File: config.mk
export PLATFORM = sky130hd
export DESIGN_NAME = gsu_icache_fill_ctrl
export DESIGN_NICKNAME = d
export VERILOG_FILES = /design/src/rtl/gsu_icache_pkg.sv /design/src/rtl/gsu_icache_valid_bits.sv /design/src/rtl/gsu_icache_fill_ctrl.sv
export SDC_FILE = /design/constraint.sdc
export NUM_CORES = 1
export LEC_CHECK = 0
export ABC_AREA = 1
export BUFFER_PORTS_ARGS = -buffer_cell sky130_fd_sc_hd__buf_2
export CAP_MARGIN = 20
export CORE_MARGIN = 2
export CORE_UTILIZATION = 55
export CTS_BUF_LIST = sky130_fd_sc_hd__clkbuf_2 sky130_fd_sc_hd__clkbuf_4 sky130_fd_sc_hd__clkbuf_8
export CTS_CLUSTER_DIAMETER = 100
export DETAILED_ROUTE_END_ITERATION = 12
export PLACE_DENSITY = 0.9
export REMOVE_ABC_BUFFERS = 1
export SKIP_CTS_REPAIR_TIMING = 1
export SYNTH_ARGS = -nofsm -noshare
export SYNTH_HDL_FRONTEND = slang
export SYNTH_SLANG_ARGS = --single-unit
File: constraint.sdc
create_clock -name clk -period 3 [get_ports clk]
set_clock_uncertainty 0.1 [all_clocks]
set_input_delay 0.15 -clock clk [delete_from_list [all_inputs] [get_ports clk]]
set_output_delay 0.15 -clock clk [all_outputs]
set_load 0.005 [all_outputs]
File: src/rtl/gsu_icache_pkg.sv
// Shared constants and FSM state type for the GSU instruction-cache controller.
package gsu_icache_pkg;

    localparam int LINE_BYTES  = 16;
    localparam int NUM_LINES   = 32;
    localparam int CACHE_BYTES = LINE_BYTES * NUM_LINES;
    localparam int OFF_W       = 4;
    localparam int LINE_W      = 5;
    localparam int SRAM_AW     = OFF_W + LINE_W;

    typedef enum logic [2:0] {
        IDLE,
        HIT,
        HIT_RET,
        FILL,
        BYPASS
    } state_e;

endpackage

File: src/rtl/gsu_icache_valid_bits.sv
// Per-line valid vector: set one line by index, clear all, read one line by index.
module gsu_icache_valid_bits #(
    parameter int N_LINES = 32,
    parameter int IDX_W   = $clog2(N_LINES)
) (
    input  logic             clk,
    input  logic             reset_n,
    input  logic             clr_all,
    input  logic             set_en,
    input  logic [IDX_W-1:0] set_idx,
    input  logic [IDX_W-1:0] rd_idx,
    output logic             rd_val
);

    logic [N_LINES-1:0] valid_q;

    // Clear-all wins over a coincident set so a base change never leaves a stale line.
    always_ff @(posedge clk or negedge reset_n) begin
        if (!reset_n)
            valid_q <= '0;
        else if (clr_all)
            valid_q <= '0;
        else if (set_en)
            valid_q[set_idx] <= 1'b1;
    end

    assign rd_val = valid_q[rd_idx];

endmodule

File: src/rtl/gsu_icache_fill_ctrl.sv
// GSU instruction-cache controller: CBR window mapping, hit/fill/bypass FSM, SRAM write side.
// Optional ICACHE_STATS_EN adds saturating hit_count/miss_count outputs.
module gsu_icache_fill_ctrl
    import gsu_icache_pkg::*;
(
    input  logic               clk,
    input  logic               reset_n,
    input  logic [15:0]        cbr_in,
    input  logic               cbr_load,
    input  logic               fetch_req,
    input  logic [15:0]        fetch_addr,
    output logic               fetch_ready,
    output logic               fetch_valid,
    output logic [7:0]         fetch_data,
    output logic               mem_req,
    output logic [15:0]        mem_addr,
    input  logic               mem_ack,
    input  logic [7:0]         mem_data,
    output logic [SRAM_AW-1:0] sram_address,
    output logic [7:0]         sram_write_data,
    output logic               sram_write_enable,
    input  logic [7:0]         sram_read_data
`ifdef ICACHE_STATS_EN
    ,
    output logic [15:0]        hit_count,
    output logic [15:0]        miss_count
`endif
);

    state_e             state_q, state_d;
    logic [15:OFF_W]    cbr_q;
    logic [15:0]        addr_q;
    logic [SRAM_AW-1:0] off_q;
    logic [OFF_W-1:0]   idx_q;
    logic               gap_q;
    logic               kill_q;
    logic [7:0]         ret_q;

    logic [15:0]        off;
    logic               in_win;
    logic               line_valid;
    logic               accept;
    logic               fill_done;
    logic               unused_cbr_low;

    assign unused_cbr_low = ^cbr_in[OFF_W-1:0];

    assign off         = fetch_addr - {cbr_q, {OFF_W{1'b0}}};
    assign in_win      = (off[15:SRAM_AW] == '0);
    assign fetch_ready = (state_q == IDLE) && !fetch_valid;
    assign accept      = fetch_req && fetch_ready;
    assign fill_done   = (state_q == FILL) && gap_q && (idx_q == '1);

    gsu_icache_valid_bits #(.N_LINES(NUM_LINES)) u_valid (
        .clk     (clk),
        .reset_n (reset_n),
        .clr_all (cbr_load),
        .set_en  (fill_done && !kill_q),
        .set_idx (off_q[SRAM_AW-1:OFF_W]),
        .rd_idx  (off[SRAM_AW-1:OFF_W]),
        .rd_val  (line_valid)
    );

    always_ff @(posedge clk or negedge reset_n) begin
        if (!reset_n)
            state_q <= IDLE;
        else
            state_q <= state_d;
    end

    // Fill alternates request and write cycles (gap_q); the line base is the fetch address
    // with its low nibble replaced, so the bus address can never carry out of the line.
    always_comb begin
        state_d           = state_q;
        mem_req           = 1'b0;
        mem_addr          = '0;
        sram_write_enable = 1'b0;
        sram_address      = off_q;
        case (state_q)
            IDLE: begin
                if (accept)
                    state_d = !in_win ? BYPASS : (line_valid ? HIT : FILL);
            end
            HIT:     state_d = HIT_RET;
            HIT_RET: state_d = IDLE;
            FILL: begin
                sram_address = {off_q[SRAM_AW-1:OFF_W], idx_q};
                if (gap_q) begin
                    sram_write_enable = 1'b1;
                    if (idx_q == '1)
                        state_d = IDLE;
                end else begin
                    mem_req  = 1'b1;
                    mem_addr = {addr_q[15:OFF_W], idx_q};
                end
            end
            BYPASS: begin
                mem_req  = 1'b1;
                mem_addr = addr_q;
                if (mem_ack)
                    state_d = IDLE;
            end
            default: state_d = IDLE;
        endcase
    end

    always_ff @(posedge clk or negedge reset_n) begin
        if (!reset_n) begin
            cbr_q           <= '0;
            addr_q          <= '0;
            off_q           <= '0;
            idx_q           <= '0;
            gap_q           <= 1'b0;
            kill_q          <= 1'b0;
            ret_q           <= '0;
            sram_write_data <= '0;
            fetch_valid     <= 1'b0;
            fetch_data      <= '0;
        end else begin
            fetch_valid <= 1'b0;
            if (cbr_load)
                cbr_q <= cbr_in[15:OFF_W];
            case (state_q)
                IDLE: begin
                    if (accept) begin
                        addr_q <= fetch_addr;
                        off_q  <= off[SRAM_AW-1:0];
                        idx_q  <= '0;
                        gap_q  <= 1'b0;
                        kill_q <= cbr_load;
                    end
                end
                HIT_RET: begin
                    fetch_valid <= 1'b1;
                    fetch_data  <= sram_read_data;
                end
                FILL: begin
                    if (cbr_load)
                        kill_q <= 1'b1;
                    if (gap_q) begin
                        gap_q <= 1'b0;
                        if (idx_q == '1) begin
                            fetch_valid <= 1'b1;
                            fetch_data  <= ret_q;
                        end else begin
                            idx_q <= idx_q + 1'b1;
                        end
                    end else if (mem_ack) begin
                        gap_q           <= 1'b1;
                        sram_write_data <= mem_data;
                        if (idx_q == off_q[OFF_W-1:0])
                            ret_q <= mem_data;
                    end
                end
                BYPASS: begin
                    if (mem_ack) begin
                        fetch_valid <= 1'b1;
                        fetch_data  <= mem_data;
                    end
                end
                default: ;
            endcase
        end
    end

`ifdef ICACHE_STATS_EN
    always_ff @(posedge clk or negedge reset_n) begin
        if (!reset_n) begin
            hit_count  <= '0;
            miss_count <= '0;
        end else if (cbr_load) begin
            hit_count  <= '0;
            miss_count <= '0;
        end else if (accept && in_win) begin
            if (line_valid && hit_count != 16'hFFFF)
                hit_count <= hit_count + 16'd1;
            else if (!line_valid && miss_count != 16'hFFFF)
                miss_count <= miss_count + 16'd1;
        end
    end
`endif

endmodule
==> flow_summary.toml, run 1 <==
[sta]
fin_setup_tns_ns = 0
relSlewSlack = 0.2292
tightestPinTransition_ns = 1.152
fmax_mhz = 376.3
fin_ws_ns = 0.3428
drv_slew = 0
timing.final.crit_share = 0.8857
worst_hold_slack_ns = -0.02479
setup_viol = 0
fin_crit_ns = 2.657
hold_viol_final = 4
rsz0062_at_grt = "false"

[place]
dp_slack_ns = 0.6170
io_buffers = 93
dp_hpwl_mm = 8.992
place.gp.congestion = 0.8867
placed_area_um2 = 5828

[logic_synthesis]
ys.flop_type = "dfrtp_1"
postSynthAreaPerCell_um2 = 7.708
syn_inst = 678
syn-cell-area_um2 = 5226
ys_ff_latch = 99
yosysWarningCount = 0
ys_async_sr_fraction = 1.000
ys_types = 33
synth_edf_count = 0
yosysSeqAreaShare = 0.4740

[critical_path]
crit_family = "simple AND/OR/NAND/NOR gates"
worst_ep_required_time_ns = 2.75
worstSetupEndpointType = "output pin"
crit_fanout = 14
path_buf_inv = 4
max_stage_delay_ns = 0.88
arrival_ns = 2.41
crit_top_cell = "inv_1"
cp_slowest_cell = "nor2_1"
startpoint_type = "flop"
path_class = "reg -> out"
crit_chain = "nand2_1 > buf_4 > inv_1 > nor2_1 > inv_1 > buf_2"

[power_and_ir_drop]
vdd_drop_max_mv = 0.3226
clkPwrFrac = 0.217
p_leak_nw = 3.324
p_switching_mw = 1.630
power_density_nw_per_um2 = 655.8
power_frac_comb = 0.368
p_int_mw = 2.558
power_frac_seq = 0.416
switching_share = 0.3892

[route]
antenna_left = 0
drt_iter0_drc = 254
vias = 4994
dr.pass1.iters = 6
via_per_inst = 5.324
post_drt_wl_per_cell_um = 14.11
totalWireLength_mm = 13.24
drc_errors = 0

[floorplanning]
die_area_um2 = 10300
core-area_um2 = 9240
dieWidth_um = 101.5
io_pins = 98
initial_core_util = 0.5656
rows = 35
die_height_um = 101.5

[global_route]
grt_pass1_vias = 4577
antenna_found_initial = 0
grt_pass1_wl_mm = 20.62
grt_usage = 0.2514
grt_max_degree = 71
grt-ovfl-total = 0

[cts]
clock_tree.root_cell = "clkbuf_8"
htree_levels = 3
clkLatencyLatePin_ns = 0.37
clockBufferDepth = 2
clk_pin_slew_worst_paths_ns = 0.10
numCtsBuffers = 9
clock_sinks = 99
cts_tree = "done"

[cells_and_area]
syn2layout_area_growth_pct = 22.19
nNetsFinal = 870
n_antenna_cell = 0
fill_cells = 751
post-route-util = 0.6911
design_area_um2 = 6386
drive_above_1_share = 0.1656

[outcome]
status = "complete, but fails checks"
violations = "negative hold slack"

[hold_path]
hold_path.class = "in -> reg"

[job]
drv_cap = 0
## cell families after synthesis
group	Yosys count	share of synthesized area
flip-flops	99	0.4740
XOR/XNOR	7	0.01173
AO/OA/AOI/OAI	129	0.1319
multiplexers	2	0.004309
buffers and inverters	122	0.08930
AND/OR/NAND/NOR	306	0.2562
adder cells (fa/ha/maj)	13	0.03256
## metal layers
metal  part of all wire  GRT usage  routed length, µm
met5                  0          0                  0
met4              0.010    0.07173                135
met3              0.060    0.04831                790
met2               0.51     0.4279               6747
met1               0.42     0.3299               5565
## cells in the mapped netlist, types with 3 or more instances
master,number,area (µm²)
a21oi_1,51,255.2
nor2_1,76,285.3
dfrtp_1,99,2477
nor2_2,3,18.77
o22ai_1,4,25.02
nor3_1,10,50.05
nand4_1,4,25.02
nor3_4,6,97.59
inv_1,97,364.1
xor2_1,6,52.55
clkbuf_1,12,45.04
a221oi_1,7,61.31
o21ai_0,63,315.3
ha_1,12,150.1
buf_2,6,30.03
nand2_1,162,608.1
nand3_1,39,195.2
## path summary, 6_finish.rpt
| path | start | endpoint | slack (ns) | cells past startpoint |
|---|---|---|---|---|
| min in group asynchronous | reset_n | sram_write_data[5]$_DFFE_PN0P_ | 0.33 | 2 |
| worst max register to register | cbr_q[4]$_DFFE_PN0P_ | state_q[1]$_DFFE_PN0P_ | 0.58 | 14 |
| worst max-delay path | state_q[2]$_DFFE_PN0P_ | mem_req | 0.34 | 6 |
| worst min-delay path | sram_read_data[0] | fetch_data[0]$_DFFE_PN0P_ | -0.02 | 3 |
| worst min register to register | sram_write_data[2]$_DFFE_PN0P_ | sram_write_data[2]$_DFFE_PN0P_ | 0.39 | 2 |
| max in group asynchronous | reset_n | fetch_valid$_DFF_PN0_ | 1.71 | 3 |
## per-stage QoR
stage | total power [mW] | hold WS (ns) | std cells
3_3_place_gp | 3.176 | 0.2153 | 887
6_report | 4.188 | -0.02479 | 938
2_1_floorplan | 2.648 | -0.2456 | 657
3_5_place_dp | 3.245 | 0.2244 | 887
5_1_grt | 4.483 | 0.003903 | 938
4_1_cts | 4.150 | -0.1869 | 903
## state kept, by name, summed over array words and instances (netlist names)
name / flops
addr_q: 16
cbr_q: 12
fetch_data: 8
fetch_valid: 1
gap_q: 1
idx_q: 4
kill_q: 1
off_q: 5
ret_q: 8
sram_write_data: 8
state_q: 3
u_valid.valid_q: 32
## cell type report
| type | instances | area [µm²] | share of cell area |
|---|---|---|---|
| sequential | 99 | 2477 | 0.3879 |
| inverter | 101 | 379.1 | 0.05937 |
| timing repair buffer | 136 | 878.3 | 0.1375 |
| multi-input combinational | 457 | 2282 | 0.3574 |
| clock inverter | 6 | 70.07 | 0.01097 |
| tap | 129 | 161.4 | 0.02527 |
| clock buffer | 10 | 137.6 | 0.02155 |
## cell usage in the layout (no fill, tap or decap), types with 2 or more instances in the layout
master         synthesis  layout
a21oi_1               51      51
a221oi_1               7       7
a41oi_1                2       2
buf_2                  6      92
buf_4                  0       9
clkbuf_8               0      10
clkinv_1               2       2
dfrtp_1               99      99
dlygate4sd3_1          0      35
ha_1                  12      12
inv_1                 97      97
inv_2                  2       2
inv_6                  0       3
mux2_2                 2       2
nand2_1              162     162
nand3_1               39      39
nand4_1                4       4
nor2_1                76      76
nor2_2                 3       3
nor3_1                10      10
nor3_4                 6       6
o21ai_0               63      63
o22ai_1                4       4
xor2_1                 6       6
## worst reg2reg max path, stage by stage (launching register included)
cell and delay, ns:
dfrtp_1 0.40, ha_1 0.21, fa_1 0.51, clkinv_1 0.26, a21oi_1 0.19, o21ai_0 0.10, nand3_1 0.08, nand2_1 0.05
nor2_1 0.09, nor2_1 0.06, nor2_1 0.10, nand2_1 0.06, nand2_1 0.06, nand2_1 0.04, nand2_1 0.05
## power groups by stage
| stage | Sequential (mW) | Clock, mW | Combinational, mW |
|---|---|---|---|
| after CTS | 1.74 | 0.921 | 1.49 |
| after global routing | 1.77 | 0.970 | 1.75 |
| after floorplan | 1.74 | 0 | 0.911 |
| after detailed placement | 1.76 | 0 | 1.48 |
| final | 1.74 | 0.907 | 1.54 |
| after global placement | 1.75 | 0 | 1.43 |
(Power assumes the default switching activity.)
==> run 2: changes to the inputs <==
--- a/config.mk
+++ b/config.mk
@@ -14,6 +14,7 @@
 export CTS_CLUSTER_DIAMETER = 100
 export DETAILED_ROUTE_END_ITERATION = 12
 export PLACE_DENSITY = 0.9
+export RECOVER_POWER = 100
 export REMOVE_ABC_BUFFERS = 1
 export SKIP_CTS_REPAIR_TIMING = 1
 export SYNTH_ARGS = -nofsm -noshare
==> run 2 against run 1 <==
  * The run ends with negative hold slack, max-capacitance violations, max-slew violations left
  * Global-route usage did not move
  * Non-clock buffer count unchanged
  * Combinational power fell by 5%
  * Critical path type unchanged
  * Largest power group unchanged
==> flow_summary.toml, run 2 (synthesis results as in run 1) <==
[outcome]
status = "complete, but fails checks"
violations = "negative hold slack, max-capacitance violations, max-slew violations"

[critical_path]
startpoint_type = "flop"
crit_family = "simple AND/OR/NAND/NOR gates"
path_class = "reg -> out"
r2r_start = "state_q[0]$_DFFE_PN0P_"
path_buf_inv = 3
worst_ep_required_time_ns = 2.75
max_stage_delay_ns = 0.88
crit_top_cell = "nor2_1"
crit_start = "state_q[2]$_DFFE_PN0P_"
arrival_ns = 2.45
crit_fanout = 14
crit_chain = "nand2_1 > clkbuf_2 > inv_1 > nor2_1 > nor2_1 > clkbuf_1"
worstSetupEndpointType = "output pin"
cp_slowest_cell = "nor2_1"

[cells_and_area]
nNetsFinal = 870
largest_register_ffs = 32
design_area_um2 = 6265
n_antenna_cell = 0
regArea_um2 = 2477
drive_above_1_share = 0.1187
post-route-util = 0.6780
reg_top3 = "u_valid.valid_q (32), addr_q (16), cbr_q (12)"
layout_commonest_cell = "nand2_1"
multi_input_area_um2 = 2211
syn2layout_area_growth_pct = 19.87
fill_cells = 782
final_cells = 938
final_cell_mix = "nand2_1 (163), dfrtp_1 (99), inv_1 (98)"
largest_register = "u_valid.valid_q"

[route]
drt_iter0_drc = 310
vias = 4991
drc_errors = 0
via_per_inst = 5.321
antenna_left = 0
post_drt_wl_per_cell_um = 14.11
dr.pass1.iters = 6
totalWireLength_mm = 13.24

[global_route]
grt_usage = 0.2514
grt_pass1_wl_mm = 20.62
grt_pass1_vias = 4577
antenna_found_initial = 0
grt-ovfl-total = 0
grt_max_degree = 71

[place]
dp_hpwl_mm = 8.992
io_buffers = 93
dp_slack_ns = 0.6170
placed_area_um2 = 5828
place.gp.congestion = 0.8867
dp_cells = 887

[cts]
clkLatencyLatePin_ns = 0.37
clock_tree.root_cell = "clkbuf_8"
clk_pin_slew_worst_paths_ns = 0.10
clock_sinks = 99
htree_levels = 3
clockBufferDepth = 2
cts_tree = "done"
numCtsBuffers = 9

[floorplanning]
io_pins = 98
core-area_um2 = 9240
initial_core_util = 0.5656
dieWidth_um = 101.5
die_area_um2 = 10300
rows = 35
die_height_um = 101.5

[sta]
fmax_mhz = 370.3
rsz0062_at_grt = "false"
relSlewSlack = -0.5010
worst_hold_slack_ns = -0.02660
hold_viol_final = 5
tightestPinTransition_ns = 2.252
setup_viol = 0
timing.final.crit_share = 0.9002
drv_slew = 127
fin_setup_tns_ns = 0
fin_ws_ns = 0.2995
fin_crit_ns = 2.700

[job]
drv_cap = 2

[hold_path]
hold_path.class = "in -> reg"
holdCritStartpoint = "sram_read_data[0]"

[power_and_ir_drop]
vdd_drop_max_mv = 0.3218
power_density_nw_per_um2 = 656.0
total_power_mw = 4.110
p_leak_nw = 3.200
-- run 2: changes by cell type in the layout (fill, tap and decap cells not counted), sizes merged --
| cell | change |
|---|---|
| inv | -1 |
| buf | -33 |
| clkinv | +1 |
| clkbuf | +33 |
-- run 2: final timing paths --
kind	cells past startpoint	end	slack, ns
setup / recovery	6	mem_addr[8]	0.30
hold / removal	3	fetch_data[0]$_DFFE_PN0P_	-0.03
setup reg to reg	7	fetch_data[3]$_DFFE_PN0P_	0.38
hold reg to reg	2	sram_write_data[2]$_DFFE_PN0P_	0.40
max in group asynchronous	3	u_valid.valid_q[21]$_DFFE_PN0P_	0.67
min in group asynchronous	2	sram_write_data[5]$_DFFE_PN0P_	0.65
-- run 2: metal layers --
layer | GRT usage | up-vias | part of all wire
li1 | - | 2418 | -
met1 | 0.3299 | 2375 | 0.43
met2 | 0.4279 | 183 | 0.51
met3 | 0.04831 | 15 | 0.049
met4 | 0.07173 | 0 | 0.012
met5 | 0 | - | 0
-- run 2: worst reg2reg max path, cell delays in order (launching register included) --
cell and delay, ns:
dfrtp_1 0.41, inv_1 0.08, nor3_1 0.07, clkbuf_1 0.41, o21ai_0 0.26, nand2_1 0.13
nor3_2 0.76, a41oi_1 0.22
-- run 2: layout make-up --
cell class | instances | area share
well taps | 129 | 0.02576
multi-input cells | 457 | 0.3529
clock buffers | 10 | 0.02197
inverters | 101 | 0.06052
flip-flops and latches | 99 | 0.3954
clock inverters | 6 | 0.01118
repair buffers | 136 | 0.1322
-- run 2: power breakdown --
part / switching [mW] / total (mW) / internal, mW
Sequential: 0.165 / 1.73 / 1.57
Combinational: 0.947 / 1.47 / 0.525
Clock: 0.489 / 0.907 / 0.418
Total: 1.60 / 4.11 / 2.51
==> run 3: changes to the inputs <==
--- a/config.mk
+++ b/config.mk
@@ -5,7 +5,6 @@
 export SDC_FILE = /design/constraint.sdc
 export NUM_CORES = 1
 export LEC_CHECK = 0
-export ABC_AREA = 1
 export BUFFER_PORTS_ARGS = -buffer_cell sky130_fd_sc_hd__buf_2
 export CAP_MARGIN = 20
 export CORE_MARGIN = 2
@@ -13,7 +12,8 @@
 export CTS_BUF_LIST = sky130_fd_sc_hd__clkbuf_2 sky130_fd_sc_hd__clkbuf_4 sky130_fd_sc_hd__clkbuf_8
 export CTS_CLUSTER_DIAMETER = 100
 export DETAILED_ROUTE_END_ITERATION = 12
-export PLACE_DENSITY = 0.9
+export HOLD_SLACK_MARGIN = 0.12
+export PLACE_DENSITY = 0.91
 export RECOVER_POWER = 100
 export REMOVE_ABC_BUFFERS = 1
 export SKIP_CTS_REPAIR_TIMING = 1
==> run 3 against run 2 <==
  * The flow finishes with violations (max-capacitance violations, max-slew violations)
  * Setup slack got worse by 0.27 ns
  * Total power rose by 2.9%
  * Sequential power rose by 8%
  * Flip-flop and latch count did not move
  * Register-to-register slack got worse by 0.29 ns
  * Final cell count fell by 20%
  * Critical path depth rose by 6
  * Clock power rose by 6.1%
  * Via count fell by 9.3%
  * Area after synthesis fell by 4.8%
  * Critical endpoint is now state_q[2]$_DFFE_PN0P_
==> flow_summary.toml, run 3 <==
[outcome]
status = "complete, but fails checks"
violations = "max-capacitance violations, max-slew violations"

[route]
drc_errors = 0
vias = 4526
totalWireLength_mm = 13.85
post_drt_wl_per_cell_um = 18.49
drt_iter0_drc = 369
dr.pass1.iters = 5
via_per_inst = 6.043
antenna_left = 0

[place]
dp_hpwl_mm = 8.248
place.gp.congestion = 0.8609
io_buffers = 93

[global_route]
grt_usage = 0.2446
grt_max_degree = 56
use_met3 = 0.03443
grt_pass1_wl_mm = 19.52
grt-ovfl-total = 0
top_usage_layer = "met2"
grt_util_met1 = 0.3280
gr-usage-met2 = 0.4106
antenna_found_initial = 0
grt_pass1_vias = 4113

[power_and_ir_drop]
power_density_nw_per_um2 = 668.6
vdd_drop_max_mv = 0.3624
p_int_mw = 2.778
p_switching_mw = 1.450
switching_share = 0.3430
power_frac_seq = 0.442
clkPwrFrac = 0.228
p_leak_nw = 2.948
power_frac_comb = 0.330

[cts]
cts_tree = "done"
clock_tree.root_cell = "clkbuf_8"
numCtsBuffers = 9
clk_pin_slew_worst_paths_ns = 0.09
clock_sinks = 99
htree_levels = 3
clkLatencyLatePin_ns = 0.37
clockBufferDepth = 2

[logic_synthesis]
ys_ff_latch = 99
ys_types = 55
yosysSeqAreaShare = 0.4979
synth.most_common_cell = "dfrtp_1"
syn-cell-area_um2 = 4976
yosysWarningCount = 0
ys_async_sr_fraction = 1.000
postSynthAreaPerCell_um2 = 10.28
synth_edf_count = 0
synth_top_area_share = 0.4979
ys.flop_type = "dfrtp_1"
yosysTopAreaCell = "dfrtp_1"
syn_inst = 484
synth_area_leaders = "dfrtp_1 (50%), mux2_2 (7.9%), nor2_1 (4.2%), nand2_1 (4.1%), a21oi_1 (4.0%)"
ys_top_cells_by_count = "dfrtp_1 (99), nor2_1 (56), nand2_1 (54), a21oi_1 (40), mux2_2 (35)"

[sta]
tightestPinTransition_ns = 1.654
setup_viol = 0
worst_hold_slack_ns = 0.1612
timing.final.crit_share = 0.9908
fin_crit_ns = 2.972
hold_viol_final = 0
drv_slew = 39
fmax_mhz = 336.4
relSlewSlack = -0.1024

[floorplanning]
rows = 34
io_pins = 98
die_height_um = 99.12
core-area_um2 = 8763
initial_core_util = 0.5678
die_area_um2 = 9824
dieWidth_um = 99.12

[job]
drv_cap = 1

[critical_path]
arrival_ns = 3.12
startpoint_type = "primary input"
path_class = "in -> reg"
cp_slowest_cell = "dlygate4sd3_1"
path_buf_inv = 3
max_stage_delay_ns = 0.52
crit_chain = "dlygate4sd3_1 > buf_2 > inv_1 > ha_1 > fa_1 > nand2b_1 > a211oi_2 > a211o_1 > mux2i_1 > nor4_2 > nand4_1 > a32o_1"
crit_family = "compound AO/OA/AOI/OAI gates"
worst_ep_required_time_ns = 3.15
worstSetupEndpointType = "flop"
crit_fanout = 3

[cells_and_area]
final_cell_mix = "dfrtp_1 (99), buf_2 (63), nor2_1 (58)"
largest_register = "u_valid.valid_q"
fill_cells = 580
drive_above_1_share = 0.2278
layout_commonest_cell = "dfrtp_1"
n_antenna_cell = 0
nNetsFinal = 702
post-route-util = 0.7217
syn2layout_area_growth_pct = 27.11
reg_top3 = "u_valid.valid_q (32), addr_q (16), cbr_q (12)"
largest_register_ffs = 32

[hold_path]
hold_path.class = "in -> reg"
-- run 3: cell types whose count changed after synthesis, sizes merged, moves of 9 or more --
cell   change
mux2      +33
a31oi      +9
nand3     -37
a21oi     -11
nand2    -109
nor3      -12
o21ai     -38
nor2      -22
inv       -83
nor2b     +14
-- run 3: cell type report --
class                   instances  area (µm²)  area share
flip-flops and latches         99        2477      0.3917
multi-input cells             345        2345      0.3707
repair buffers                164        1082      0.1711
well taps                     108       135.1     0.02137
clock buffers                   9       123.9     0.01958
clock inverters                 7       97.59     0.01543
inverters                      17       63.81     0.01009
-- run 3: kinds of logic (layout without fill, tap and decap cells) --
family,after synthesis,count (layout),share of synthesized area
XOR/XNOR,13,13,0.02288
AND/OR/NAND/NOR,164,164,0.1551
AO/OA/AOI/OAI,107,107,0.1333
buffers and inverters,40,197,0.03118
adder cells (fa/ha/maj),13,13,0.03420
multiplexers,48,48,0.1255
flip-flops,99,99,0.4979
-- run 3: per-layer routing --
| layer | vias up | wire length [µm] |
|---|---|---|
| li1 | 2007 | - |
| met1 | 2190 | 5482 |
| met2 | 268 | 6886 |
| met3 | 61 | 879 |
| met4 | 0 | 599 |
| met5 | - | 0 |
-- run 3: worst paths after layout --
kind / start / endpoint / slack, ns / cells past startpoint
max: fetch_addr[4] / state_q[2]$_DFFE_PN0P_ / 0.03 / 12
max in group asynchronous: reset_n / u_valid.valid_q[24]$_DFFE_PN0P_ / 0.95 / 3
min in group asynchronous: reset_n / addr_q[0]$_DFFE_PN0P_ / 0.51 / 2
min reg2reg: u_valid.valid_q[25]$_DFFE_PN0P_ / u_valid.valid_q[25]$_DFFE_PN0P_ / 0.40 / 2
min: fetch_req / idx_q[3]$_DFFE_PN0P_ / 0.16 / 3
max reg2reg: cbr_q[4]$_DFFE_PN0P_ / state_q[2]$_DFFE_PN0P_ / 0.09 / 9
-- run 3: worst min-delay path, delay by kind of cell --
kind | cells | cell delay (ns)
and+or+nand+nor | 1 | 0.18
AOI/OAI and AO/OA | 1 | 0.15
buffers and inverters | 1 | 0.11
-- run 3: through the flow --
step                setup TNS [ns]  instance area [µm²]  instances  total power [mW]  setup WS (ns)
floorplan                        0                 4885        461             2.578         0.5196
global placement                 0                 5598        676             3.070         0.2175
detailed placement               0                 5598        676             3.151         0.1169
CTS                              0                 5819        692             4.102        0.08240
global route              -0.03020                 6325        749             4.450       -0.03020
finish                           0                 6325        749             4.229        0.02751
-- run 3: power by group through the flow --
stage / clock network, mW / registers (mW) / logic [mW]
finish: 0.962 / 1.87 / 1.40
global route: 1.03 / 1.90 / 1.52
detailed placement: 0 / 1.87 / 1.28
CTS: 0.970 / 1.84 / 1.29
global placement: 0 / 1.85 / 1.22
floorplan: 0 / 1.83 / 0.748
